**src/rtl/tank_hit_tracker.sv**
```systemverilog
// tank_hit_tracker: detects opposing-bullet contact with the tank and tracks health and game over.
// Define TANK_HIT_INVULN_EN to add a post-hit invulnerability window with a sprite flash.
module tank_hit_tracker #(
    parameter int TANK_SIZE     = 16,
    parameter int MAX_HEALTH    = 3,
    parameter int INVULN_FRAMES = 30
) (
    input  logic       frame_clk,
    input  logic       Reset,
    input  logic [9:0] tankX,
    input  logic [9:0] tankY,
    input  logic [9:0] bulletX,
    input  logic [9:0] bulletY,
    input  logic [9:0] bulletSx,
    input  logic [9:0] bulletSy,
    input  logic [1:0] bulletOn,
    input  logic       restart,
    output logic       hit_pulse,
    output logic [3:0] health,
    output logic       game_over,
    output logic       flash
);

    typedef enum logic [1:0] {
        ALIVE    = 2'd0,
        COOLDOWN = 2'd1,
        DEAD     = 2'd2
    } state_t;

    localparam logic [10:0] SIZE_11  = 11'(TANK_SIZE);
    localparam logic [3:0]  HEALTH_4 = 4'(MAX_HEALTH);

    generate
        if (MAX_HEALTH < 1 || MAX_HEALTH > 15 || INVULN_FRAMES < 1 || INVULN_FRAMES > 255 ||
            TANK_SIZE < 1 || TANK_SIZE > 1023) begin : g_bad_params
            $error("tank_hit_tracker: parameter out of range");
        end
    endgenerate

    state_t      r_state, w_state_nxt;
    logic [3:0]  r_health, w_health_nxt;
    logic        r_arm, w_arm_nxt;
    logic        r_hit_pulse;
    logic        w_hit;
    logic        w_overlap;

    // Box edges are widened to 11 bits so a box near x=1023 cannot wrap into a false miss.
    logic [10:0] w_tank_x, w_tank_y, w_tank_xe, w_tank_ye;
    logic [10:0] w_bul_x, w_bul_y, w_bul_xe, w_bul_ye;

    assign w_tank_x  = {1'b0, tankX};
    assign w_tank_y  = {1'b0, tankY};
    assign w_bul_x   = {1'b0, bulletX};
    assign w_bul_y   = {1'b0, bulletY};
    assign w_tank_xe = w_tank_x + SIZE_11;
    assign w_tank_ye = w_tank_y + SIZE_11;
    assign w_bul_xe  = w_bul_x + {1'b0, bulletSx};
    assign w_bul_ye  = w_bul_y + {1'b0, bulletSy};

    assign w_overlap = (bulletOn != 2'b00) &&
                       (w_bul_x < w_tank_xe) && (w_bul_xe > w_tank_x) &&
                       (w_bul_y < w_tank_ye) && (w_bul_ye > w_tank_y);

`ifdef TANK_HIT_INVULN_EN
    localparam logic [7:0] CNT_LOAD = 8'(INVULN_FRAMES - 1);
    logic [7:0] r_cnt, w_cnt_nxt;
`endif

    always_comb begin
        // NOTE: every signal gets a default first so no path leaves it unassigned (no latch).
        w_state_nxt  = r_state;
        w_health_nxt = r_health;
        w_arm_nxt    = r_arm;
        w_hit        = 1'b0;
`ifdef TANK_HIT_INVULN_EN
        w_cnt_nxt    = r_cnt;
`endif
        if (!w_overlap) begin
            w_arm_nxt = 1'b1;
        end

        if (restart) begin
            w_state_nxt  = ALIVE;
            w_health_nxt = HEALTH_4;
            w_arm_nxt    = 1'b0;
`ifdef TANK_HIT_INVULN_EN
            w_cnt_nxt    = 8'd0;
`endif
        end else begin
            case (r_state)
                ALIVE: begin
                    if (w_overlap && r_arm) begin
                        w_hit        = 1'b1;
                        w_arm_nxt    = 1'b0;
                        w_health_nxt = (r_health == 4'd0) ? 4'd0 : r_health - 4'd1;
                        if (w_health_nxt == 4'd0) begin
                            w_state_nxt = DEAD;
                        end else begin
`ifdef TANK_HIT_INVULN_EN
                            w_state_nxt = COOLDOWN;
                            w_cnt_nxt   = CNT_LOAD;
`else
                            w_state_nxt = ALIVE;
`endif
                        end
                    end
                end
`ifdef TANK_HIT_INVULN_EN
                COOLDOWN: begin
                    if (r_cnt == 8'd0) begin
                        w_state_nxt = ALIVE;
                    end else begin
                        w_cnt_nxt = r_cnt - 8'd1;
                    end
                end
`endif
                DEAD: begin
                    w_health_nxt = 4'd0;
                end
                default: begin
                    w_state_nxt = ALIVE;
                end
            endcase
        end
    end

    // NOTE: state registers use non-blocking assignments and reset asynchronously.
    always_ff @(posedge frame_clk or posedge Reset) begin
        if (Reset) begin
            r_state     <= ALIVE;
            r_health    <= HEALTH_4;
            r_arm       <= 1'b0;
            r_hit_pulse <= 1'b0;
        end else begin
            r_state     <= w_state_nxt;
            r_health    <= w_health_nxt;
            r_arm       <= w_arm_nxt;
            r_hit_pulse <= w_hit;
        end
    end

`ifdef TANK_HIT_INVULN_EN
    always_ff @(posedge frame_clk or posedge Reset) begin
        if (Reset) begin
            r_cnt <= 8'd0;
        end else begin
            r_cnt <= w_cnt_nxt;
        end
    end

    assign flash = (r_state == COOLDOWN) && r_cnt[2];
`else
    assign flash = 1'b0;
`endif

    assign hit_pulse = r_hit_pulse;
    assign health    = r_health;
    assign game_over = (r_state == DEAD);

endmodule

```
**config.mk**
```make
export PLATFORM = sky130hd
export DESIGN_NAME = tank_hit_tracker
export DESIGN_NICKNAME = d
export VERILOG_FILES = /design/src/rtl/tank_hit_tracker.sv
export SDC_FILE = /design/constraint.sdc
export NUM_CORES = 1
export LEC_CHECK = 0
export ABC_AREA = 0
export CAP_MARGIN = 5
export CORE_MARGIN = 8
export CORE_UTILIZATION = 51
export DETAILED_ROUTE_END_ITERATION = 10
export HOLD_SLACK_MARGIN = 0.08
export PLACE_DENSITY = 0.88
export SETUP_SLACK_MARGIN = 0.2
export SLEW_MARGIN = 0
export SYNTH_ARGS = -nofsm -noshare
export SYNTH_HDL_FRONTEND = slang
export SYNTH_SLANG_ARGS = --single-unit
```
**constraint.sdc**
```tcl
create_clock -name frame_clk -period 3.3 [get_ports frame_clk]
set_input_delay 0.825 -clock frame_clk [delete_from_list [all_inputs] [get_ports frame_clk]]
set_output_delay 0.825 -clock frame_clk [all_outputs]
set_load 0.01 [all_outputs]
```
==> summary.md <==
| Metric | Value |
|---|---|
| Max-cap viol count | `0` |
| CP Launch Point | `bulletSx[0]` |
| CP arrival | `4200 ps` |
| Synth warn | `0` |
| Startpoint Class | `input pin` |
| Worst setup EP type | `register` |
| Internal Power | `0.000537 W` |
| Routed via count | `2,843` |
| Total power | `0.000900 W` |
| Most frequent cell after synthesis | `ha_1` |
| Syn nets | `400` |
| GRT met2 Usage | `0.470` |
| Final wirelength | `8570 um` |
| Sw frac | `0.403` |
| Initial Utilization | `0.515` |
| Origin of the critical flop-to-flop path | `health[1]$_DFFE_PP1P_` |
| Gate power share | `0.764` |
| Clk_skew | `0.386 ps` |
| Post-synth EDFFs | `0` |
| Grt met3 use | `0.0558` |
| Clk root buf | `clkbuf_8` |
| Post-synth top area cell | `ha_1` |
| Worst-path fanout max | `3` |
| GPL Wtd Cong | `0.885` |
| Largest net degree at the start of global routing | `10` |
| Num rows | `24` |
| First-pass GRT wire length | `13,600 um` |
| Post-synthesis register bit count | `7` |
| Fin crit period | `4050 ps` |
| Worst path required time | `3450 ps` |
| Hold Crit Start | `health[3]$_DFFE_PP0P_` |
| CTS clk-pin slew, worst paths | `40 ps` |
| Via density | `6.02` |
| Pwr per Cell Area | `242 nW/um2` |
| CTS buffer count | `3` |
| Cell Count, Final, Fillers Out | `472` |
| Cts hold-fix bufs | `0` |
| Path type of the worst setup path | `in -> reg` |
| Final setup viols | `7` |
| Worst Hold Class | `reg -> reg` |
| Top Ports | `72` |
| Cell area after synthesis | `2200 um2` |
| Peak VDD IR | `0.275 mV` |
| Core Box Area | `4260 um2` |
| Top cells by area, synth | `ha_1 34%, dfrtp_1 5.7%, xnor2_1 5.6%, a21o_1 5.1%, inv_1 4.6%` |
| Total grt overflow | `0` |
| Die W | `81.6 um` |
| Final ANT Viol Nets | `0` |
| CTS sink cnt | `7` |
| Failing checks | `negative setup slack` |
| Final instance area | `3720 um2` |
| Dpl cell area | `3470 um2` |
| Final hold slack | `599 ps` |
| Leak pwr | `1.82 nW` |
| Vias in the first global route | `3,013` |
| Initial antenna violation count | `0` |
| Yosys cell types | `45` |
| Share of the synthesized area in the top cell type | `0.342` |
| Peak Freq | `0.247 GHz` |
| Unrepaired setup endpoints after global routing | `yes` |
| Layout cells sized above 1 | `0.276` |
| Ys async rst share | `1.00` |
| Nets | `548` |
| Worst setup margin | `-749 ps` |
| TritonRoute pass-1 iters | `4` |
| Syn_area_per_cell | `8.04 um2` |
| GRT busiest layer | `met2` |
| Final HPWL DP | `6430 um` |
| Clock Latency Late Sink | `220 ps` |
| Sequential power share | `0.104` |
| Commonest cells in the synthesized netlist | `60 x ha_1, 27 x inv_1, 20 x a21oi_1, 16 x nor2_1` |
| Clk pwr share | `0.132` |
| Final hold vios | `0` |
| Status | `finished, violations left` |
| Placed instance count | `458` |
| Ys flop type | `dfrtp_1` |
| Worst slack, placed | `-1360 ps` |
| CTS H-tree depth | `1` |
| Cells after synthesis | `273` |
| Register area share after synthesis | `0.0809` |
| CTS tree | `built` |
| Port bufs | `70` |
| Die ar. | `6660 um2` |
| GR Util met1 | `0.267` |
| DR DRC count | `0` |
| Starting DRT DRC Count | `127` |
| DR WL/cell | `18.2 um` |
| NetSw | `0.000363 W` |
| Crit share post-route | `1.23` |
| Slew margin rel. | `0.635` |
| Max-slew violation count | `0` |
| Number of diodes | `0` |
| Die height | `81.6 um` |
| Area growth syn-to-layout | `69.6%` |
| GRT Total Usage | `0.254` |
| Least-Margin Pin Slew | `541 ps` |
| Max Root-Sink Buffers | `2` |
==> through the flow <==
stage,TNS (ps),utilization
floorplan,-3380,-
global placement,-7950,0.813
detailed placement,-8990,0.813
CTS,-5350,0.848
global route,-5610,0.873
finish,-4830,0.873
==> worst max-delay path, stage by stage <==
cell	delay [ps]
buf_6	100
ha_4	160
fa_2	400
a211oi_2	220
nor2_2	80
o31a_1	260
o21a_1	190
nor2_2	110
xnor2_1	80
ha_1	310
nand4_2	110
a211oi_2	210
a211oi_1	60
or3_1	350
a32o_2	330
nor4_4	190
mux2i_1	210
==> area by class of cell <==
type / count / area (um2)
Sequential cell: 7 / 178
Fill cell: 209 / 541
Tap cell: 52 / 65.1
Multi-Input combinational cell: 238 / 2080
Clock buffer: 4 / 45.0
Timing Repair Buffer: 144 / 1250
Inverter: 27 / 101
==> cells in the final DEF, fill, tap and decap left out, drive strengths merged, types with 3 or more instances in the layout <==
cell type / n
xnor2: 14
dlygate4sd2: 8
o21ai: 15
nand3b: 3
nand3: 13
a21oi: 20
o21a: 4
clkbuf: 4
and3: 4
inv: 27
clkdlybuf4s50: 55
nand4: 10
dfrtp: 5
nor4: 3
nor3: 8
ha: 60
nor2b: 3
a211oi: 8
nand2: 10
nor2: 16
buf: 79
or4: 3
xor2: 4
a21o: 15
==> flip-flops by register name (all words and copies together) (netlist names) <==
name / cells
health: 4
hit_pulse: 1
r_arm: 1
r_state: 1
==> final timing paths <==
check | endpoint | slack [ps] | cells past startpoint
worst max-delay path | health[2]$_DFFE_PP0P_ | -750 | 17
worst min-delay path | health[3]$_DFFE_PP0P_ | 600 | 1
worst max register to register | health[1]$_DFFE_PP1P_ | 1950 | 3
worst min register to register | health[3]$_DFFE_PP0P_ | 600 | 1
max in group asynchronous | health[1]$_DFFE_PP1P_ | 2200 | 2
min in group asynchronous | health[2]$_DFFE_PP0P_ | 830 | 2
==> power by group through the flow <==
stage          registers [W]  clock network (W)  logic [W]
2_1_floorplan      0.0000946                  0   0.000318
3_3_place_gp       0.0000942                  0   0.000555
3_5_place_dp       0.0000943                  0   0.000585
4_1_cts            0.0000933           0.000120   0.000617
5_1_grt            0.0000943           0.000127   0.000749
6_report           0.0000940           0.000119   0.000688
==> cell families (layout without fill, tap and decap cells) <==
kind of cell / Yosys count / in the layout / share of synthesized area
XOR/XNOR: 18 / 18 / 0.0718
other: 1 / 1 / 0.00171
AO/OA/AOI/OAI: 81 / 81 / 0.250
multiplexers: 1 / 1 / 0.00456
adder cells (fa/ha/maj): 62 / 62 / 0.360
buffers and inverters: 28 / 175 / 0.0496
AND/OR/NAND/NOR: 75 / 75 / 0.181
flip-flops: 7 / 7 / 0.0809
==> per-layer routing <==
layer  vias to the layer above  share of wire
met3                        46          0.069
met1                      1320           0.37
met2                       141           0.51
met5                         -              0
li1                       1336              -
met4                         0          0.053
==> timing repair <==
action / 4_1_cts / 5_1_grt
buffers inserted: 7 / 3
resized for setup: 52 / 21
setup endpoints to repair: 7 / 7
pin swaps: 33 / 34
No activity file was read; power rests on OpenSTA's default activity.
